**src/rtl/pri_arbiter.sv**
```systemverilog
// Four-requester arbiter with selectable fixed-priority / round-robin arbitration,
// a per-grant hold timeout, and a mandatory idle cycle between consecutive grants.
module pri_arbiter #(
   parameter int TIMEOUT = 8
) (
   input  logic       clk,
   input  logic       rst,
   input  logic [3:0] req,
   input  logic       done,
   input  logic       mode,
   output logic [3:0] gnt,
   output logic [1:0] gnt_id,
   output logic       busy,
   output logic       tmo
);

   typedef enum logic {IDLE, GRANT} state_t;

   state_t     state_reg;
   logic [7:0] cnt_reg;
   logic [1:0] last_reg;

   logic [1:0] fixed_id;
   logic [1:0] rr_id;
   logic [1:0] win_id;
   logic [1:0] cand [4];
   logic       release_now;

   always_comb begin
      fixed_id = 2'd0;
      for (int i = 0; i < 4; i++) begin
         if (req[i]) fixed_id = 2'(i);
      end
   end

   // cand[k] is the k-th index visited when searching upward from last_reg+1
   for (genvar gi = 0; gi < 4; gi++) begin : g_cand
      assign cand[gi] = last_reg + 2'(gi + 1);
   end

   always_comb begin
      rr_id = 2'd0;
      for (int i = 3; i >= 0; i--) begin
         if (req[cand[i]]) rr_id = cand[i];
      end
   end

   assign win_id      = mode ? rr_id : fixed_id;
   assign release_now = done || !req[gnt_id] || (cnt_reg == 8'(TIMEOUT - 1));

   always_ff @(posedge clk) begin
      if (rst) begin
         state_reg <= IDLE;
         gnt       <= 4'b0000;
         gnt_id    <= 2'd0;
         busy      <= 1'b0;
         tmo       <= 1'b0;
         cnt_reg   <= 8'd0;
         last_reg  <= 2'd3;
      end else begin
         case (state_reg)
            IDLE: begin
               tmo <= 1'b0;
               if (req != 4'b0000) begin
                  state_reg <= GRANT;
                  gnt       <= 4'(1) << win_id;
                  gnt_id    <= win_id;
                  busy      <= 1'b1;
                  cnt_reg   <= 8'd0;
               end
            end
            GRANT: begin
               if (release_now) begin
                  state_reg <= IDLE;
                  gnt       <= 4'b0000;
                  gnt_id    <= 2'd0;
                  busy      <= 1'b0;
                  last_reg  <= gnt_id;
                  // only a pure timeout flags tmo; done or a dropped request win
                  tmo       <= !done && req[gnt_id];
               end else begin
                  cnt_reg <= cnt_reg + 8'd1;
                  tmo     <= 1'b0;
               end
            end
            default: state_reg <= IDLE;
         endcase
      end
   end

endmodule

```
**config.mk**
```make
export PLATFORM = sky130hd
export DESIGN_NAME = pri_arbiter
export DESIGN_NICKNAME = d
export VERILOG_FILES = /design/src/rtl/pri_arbiter.sv
export SDC_FILE = /design/constraint.sdc
export NUM_CORES = 1
export LEC_CHECK = 0
export CORE_AREA = 5 5 51 53
export CTS_BUF_LIST = sky130_fd_sc_hd__clkbuf_4
export DETAILED_ROUTE_END_ITERATION = 7
export DIE_AREA = 0 0 56 58
export PLACE_DENSITY_LB_ADDON = 0.3
export SYNTH_ARGS = -nofsm -noshare
export SYNTH_HDL_FRONTEND = slang
export SYNTH_SLANG_ARGS = --single-unit
```
**constraint.sdc**
```tcl
create_clock -name clk -period 1.67 [get_ports clk]
set_clock_uncertainty 0.1 [all_clocks]
set_input_delay 0.167 -clock clk [delete_from_list [all_inputs] [get_ports clk]]
set_output_delay 0.167 -clock clk [all_outputs]
set_load 0.05 [all_outputs]
```
==> metrics, run 1 <==
share of layout cells above drive strength 1 0.317; status finished clean; fin util 0.636; sequential element share of the synthesized area 0.401; Max Cap Violations 0; Max Buffers Root-to-Sink 2; pre-CTS setup slack -0.326 ns; DRC viols 0; Clock transition at path regs 0.11 ns; WP depth 5; Netlist cell types 38; worst hold margin 0.251 ns; Core Area 2110 um2; final-report hold violation count 0; CP max-delay cell dfxtp_4; clk sink count 19; Post-DP Area 1230 um2; Post-CTS Setup Repair Bufs 0; CP max FO 5; Slew Viols, Final 0; initial antenna violation count 0; vias in the first global route 927; crit path DAT 1.76 ns; clock root buffer clkbuf_4; CTS Buf Count 3; All-Layer GR Usage 0.152; placer congestion estimate 0.763; Die Y 58 um; Synth Net Count 122; fin area 1340 um2; critical path type reg -> reg; first-pass GRT wire length 4040 um; Worst setup SP type flop; Finished Layout Cells 173; Worst VDD drop 606 uV; FP Rows 17; Power, Total 1.05 mW; Post-synth EDFFs 0; Required @ worst endpoint 1.81 ns; post-DR wirelength/cell 14.3 um; unrepaired setup endpoints after global routing no; Clock Latency Late Sink 0.30 ns; largest net degree at the start of global routing 11; DR iter-0 viols 25; ys async rst share 0; Hold Path Depth 4; Post-Syn Area 948 um2; CTS Hold Buffers Added 0; n_diodes 0; dpl cells 168; min Tclk post-route 1.61 ns; power per cell area 786 nW/um2; worst path buffer plus inverter count 1; synthesized area per cell 8.39 um2; Routed Antenna Nets 0; # IOs 16; count of input and output buffers 15; Final period util 0.966; HPWL Detailed 1780 um; H-tree depth 1; Die X 56 um; primary flip-flop cell chosen by synthesis mapping dfxtp_1; DR vias/cell 5.74; Syn-to-layout area delta 41.2%; routed vias 993; drt pass-1 iters 4; synth warn 0; measured slew at the worst slew-check pin 0.353 ns; Hold Crit Class in -> reg; CTS tree yes; maximum clock rate 0.620 GHz; Final nets 155; Leak 0.518 nW; crit-path leading delay family flip-flops; Worst slew margin 0.760; crit-path max cell delay 0.38 ns; Critical Path, Cell by Cell mux2i_2 -> a2bb2oi_4 -> buf_4 -> or3_1 -> a21oi_1; flops & latches, synth 19; Mapped Cells 113; setup violators final 0; Starting Density 0.450; CP Capture Type flop; final wirelength 2480 um; worst reg-to-reg path cell count 5; number of flip-flops under the largest register name 8; TNS Setup 0 ns; setup ws final 0.0573 ns; die area 3250 um2; gr ovfl total 0
-- cells in the mapped netlist, types with 2 or more instances --
cell      count  area share
a21oi_1       8       0.042
and2_1        2       0.013
buf_2         2       0.011
dfxtp_1      19        0.40
inv_1         6       0.024
nand2_1      10       0.040
nand2b_1      3       0.020
nand3_1       4       0.021
nor2_1        8       0.032
nor3_1        2       0.011
nor4_1        2       0.013
o21a_1        3       0.024
o21ai_0       7       0.037
o221ai_1      2       0.018
o22ai_1       5       0.033
o31ai_1       4       0.032
or3_1         3       0.020
or4_1         3       0.024
-- metal layers --
metal / wire length, um / share of wire / global-route usage
met3: 97 / 0.039 / 0.0290
met5: 0 / 0 / 0
met1: 1190 / 0.48 / 0.205
met2: 1160 / 0.47 / 0.245
met4: 35 / 0.014 / 0.0508
-- power breakdown --
part	leakage (nW)	switching (mW)	internal [mW]	total [mW]
sequential	0.157	0.0215	0.479	0.501
combinational	0.342	0.166	0.125	0.291
clock	0.0184	0.151	0.109	0.260
-- path summary, 6_finish.rpt --
path	start	to	slack, ns
max	gnt_id[1]$_SDFFE_PP0P_	cnt_reg[5]$_SDFFE_PP0P_	0.06
min	req[2]	gnt_id[1]$_SDFFE_PP0P_	0.25
max reg2reg	gnt_id[1]$_SDFFE_PP0P_	cnt_reg[5]$_SDFFE_PP0P_	0.06
min reg2reg	gnt[3]$_SDFFE_PP0P_	gnt[3]$_SDFFE_PP0P_	0.38
-- timing repair --
action / 4_1_cts / 5_1_grt
gates cloned: 0 / 1
pin swaps: 0 / 2
endpoints found under the setup margin: 8 / 14
gates resized for setup: 5 / 9
-- kinds of logic (layout without fill, tap and decap cells) --
family,Yosys count,count (layout),synth area share
simple gates,44,44,0.253
buf+inv,9,40,0.0383
compound gates,38,39,0.272
flops,19,19,0.401
fa+ha+maj,1,1,0.0132
mux,2,2,0.0224
-- worst min-delay path, stage by stage --
cell,delay (ns)
dlymetal6s2s_1,0.14
or2_2,0.15
a32oi_1,0.09
nor2_1,0.07
-- layout by cell type (no fill, tap or decap), types with 2 or more instances in the layout --
cell / count
a21oi_1: 8
and2_1: 2
buf_4: 23
clkbuf_4: 4
clkdlybuf4s50_1: 4
dfxtp_1: 14
dfxtp_2: 4
dlymetal6s2s_1: 2
inv_1: 6
nand2_1: 10
nand2b_1: 3
nand3_1: 4
nor2_1: 7
nor4_1: 2
o21a_1: 2
o21ai_0: 7
o22ai_1: 5
o31ai_1: 4
or3_1: 3
or4_1: 3
-- area by class of cell --
class                           instances  area [um2]
Clock buffer                            4        30.0
Fill cell                             171         767
Inverter                                6        22.5
Multi-Input combinational cell         86         616
Sequential cell                        19         389
Tap cell                               28        35.0
Timing Repair Buffer                   30         246
Power figures use the tool's default switching activity.
==> inputs of run 2 (changes only) <==
--- a/config.mk
+++ b/config.mk
@@ -10,6 +10,7 @@
 export DETAILED_ROUTE_END_ITERATION = 7
 export DIE_AREA = 0 0 56 58
 export PLACE_DENSITY_LB_ADDON = 0.3
+export SKIP_CTS_REPAIR_TIMING = 1
 export SYNTH_ARGS = -nofsm -noshare
 export SYNTH_HDL_FRONTEND = slang
 export SYNTH_SLANG_ARGS = --single-unit
==> run 2 against run 1 <==
  * Design area fell by 0.47%
  * Routed wire length about the same
  * Worst setup slack got worse by 0.00052 ns
  * Combinational power is essentially flat
  * Non-clock buffer count unchanged
  * Cell count stayed put
  * Clock power down 2%
  * First-iteration DRC count is the same
  * Maximum frequency hardly changed
  * Critical path type unchanged
  * Highest routed layer unchanged
==> metrics, run 2 (synthesized netlist as in run 1, its figures left out) <==
clk sink count 19 (unchanged); commonest non-fill, non-tap cell in the layout buf_4; worst reg-to-reg path cell count 5 (unchanged); Worst VDD drop 588 uV (-3.0%); routed vias 985 (-0.81%); largest net degree at the start of global routing 11 (unchanged); Finished Layout Cells 173 (unchanged); Die X 56 um (unchanged); CP Capture Type flop; CTS tree yes; Core Area 2110 um2 (unchanged); share of layout cells above drive strength 1 0.317 (unchanged); Final period util 0.966 (about the same); Worst setup SP type flop; status finished clean; worst reg2reg path endpoint cnt_reg[5]$_SDFFE_PP0P_; crit-path max cell delay 0.38 ns (about the same); Clock transition at path regs 0.11 ns (about the same); final-report hold violation count 0 (unchanged); maximum clock rate 0.620 GHz (about the same); H-tree depth 1 (unchanged); Final nets 155 (unchanged); critical path endpoint cnt_reg[5]$_SDFFE_PP0P_; Clock Latency Late Sink 0.30 ns (about the same); FP Rows 17 (unchanged); drt pass-1 iters 4 (unchanged); Slew Viols, Final 0 (unchanged); r2r setup slk 0.06 ns (about the same); number of flip-flops under the largest register name 8 (unchanged); Routed Antenna Nets 0 (unchanged); Leak 0.525 nW (+1.5%); clock root buffer clkbuf_4; critical path launch point gnt_id[1]$_SDFFE_PP0P_; Die Y 58 um (unchanged); final wirelength 2480 um (about the same); placer congestion estimate 0.763 (unchanged); count of input and output buffers 15 (unchanged); min Tclk post-route 1.61 ns (+0.000522 ns); Critical Path, Cell by Cell mux2i_2 -> a2bb2oi_4 -> buf_4 -> or3_1 -> a21oi_1; Max Buffers Root-to-Sink 2 (unchanged); CTS Buf Count 3 (unchanged); commonest non-fill, non-tap cells in the layout buf_4 (23), dfxtp_1 (14), nand2_1 (10), a21oi_1 (8); Required @ worst endpoint 1.81 ns (about the same); DR vias/cell 5.69 (-0.81%); DR iter-0 viols 25 (unchanged); reg2reg start gnt_id[1]$_SDFFE_PP0P_; Power, Total 1.05 mW (-0.34%); HPWL Detailed 1780 um (unchanged); n_diodes 0 (unchanged); initial antenna violation count 0 (unchanged); CP max-delay cell dfxtp_4; # IOs 16 (unchanged); setup violators final 0 (unchanged); Max Cap Violations 0 (unchanged); power per cell area 787 nW/um2 (+0.12%); met2 wire len 1190 um (+2.3%); measured slew at the worst slew-check pin 0.361 ns (+0.00794 ns); Worst slew margin 0.754 (-0.00540); vias in the first global route 890 (-4.0%); first-pass GRT wire length 3870 um (-4.3%); pre-CTS setup slack -0.326 ns (unchanged); post-DR wirelength/cell 14.3 um (about the same); critical path type reg -> reg; setup ws final 0.0568 ns (-0.000522 ns); Hold Crit Class in -> reg; met1 WL 1180 um (-0.84%); CP max FO 5 (unchanged); crit path DAT 1.75 ns (about the same); Starting Density 0.450 (unchanged); All-Layer GR Usage 0.146 (-0.00605); uppermost layer routed met4; die area 3250 um2 (unchanged); DRC viols 0 (unchanged); gr ovfl total 0 (unchanged); Syn-to-layout area delta 40.5%; dpl cells 168 (unchanged); routed wl met3 80 um (-18%)
run 2: worst min-delay path by stage:
stage	endpoint	slack, ns	cells past startpoint	startpoint
floorplan	tmo$_SDFF_PP0_	0.15	1	rst
global placement	gnt[3]$_SDFFE_PP0P_	0.35	2	gnt[3]$_SDFFE_PP0P_
detailed placement	gnt[0]$_SDFFE_PP0P_	0.37	2	gnt[0]$_SDFFE_PP0P_
CTS	gnt[1]$_SDFFE_PP0P_	0.38	2	gnt[1]$_SDFFE_PP0P_
global route	gnt_id[1]$_SDFFE_PP0P_	0.29	4	req[2]
finish	gnt_id[1]$_SDFFE_PP0P_	0.26	4	req[2]
run 2: power by group:
| part | switching [mW] | total (mW) | leakage [nW] | internal [mW] |
|---|---|---|---|---|
| Clock | 0.147 | 0.256 | 0.0184 | 0.109 |
| Sequential | 0.0213 | 0.501 | 0.157 | 0.479 |
| Combinational | 0.166 | 0.292 | 0.350 | 0.126 |
| Total | 0.334 | 1.05 | 0.525 | 0.714 |
run 2: area by class of cell:
cell class	instances	area [um2]
clock buffer	4	30.0
fill	173	773
inverter	6	22.5
multi-input combinational	86	606
sequential	19	389
tap	28	35.0
timing repair buffer	30	250
run 2: critical path, delay by kind of cell (launching register included):
kind / cells / cell delay [ns]
buf+inv: 1 / 0.16
mux: 1 / 0.20
compound gates: 2 / 0.36
flops: 1 / 0.38
simple gates: 1 / 0.35
run 2: stage by stage:
step | TNS (ns) | util | hold WS, ns | cell area, um2
3_3_place_gp | -3.63 | 0.584 | 0.350 | 1230
4_1_cts | -0.226 | 0.598 | 0.385 | 1260
5_1_grt | -0.000985 | 0.633 | 0.293 | 1330
6_report | 0 | 0.633 | 0.257 | 1330
3_5_place_dp | -4.51 | 0.584 | 0.366 | 1230
2_1_floorplan | -0.0266 | - | 0.146 | 972
run 2: routing by layer:
layer	vias up	GRT usage
li1	493	-
met1	467	0.204
met2	21	0.225
met3	4	0.0290
met4	0	0.0508
met5	-	0
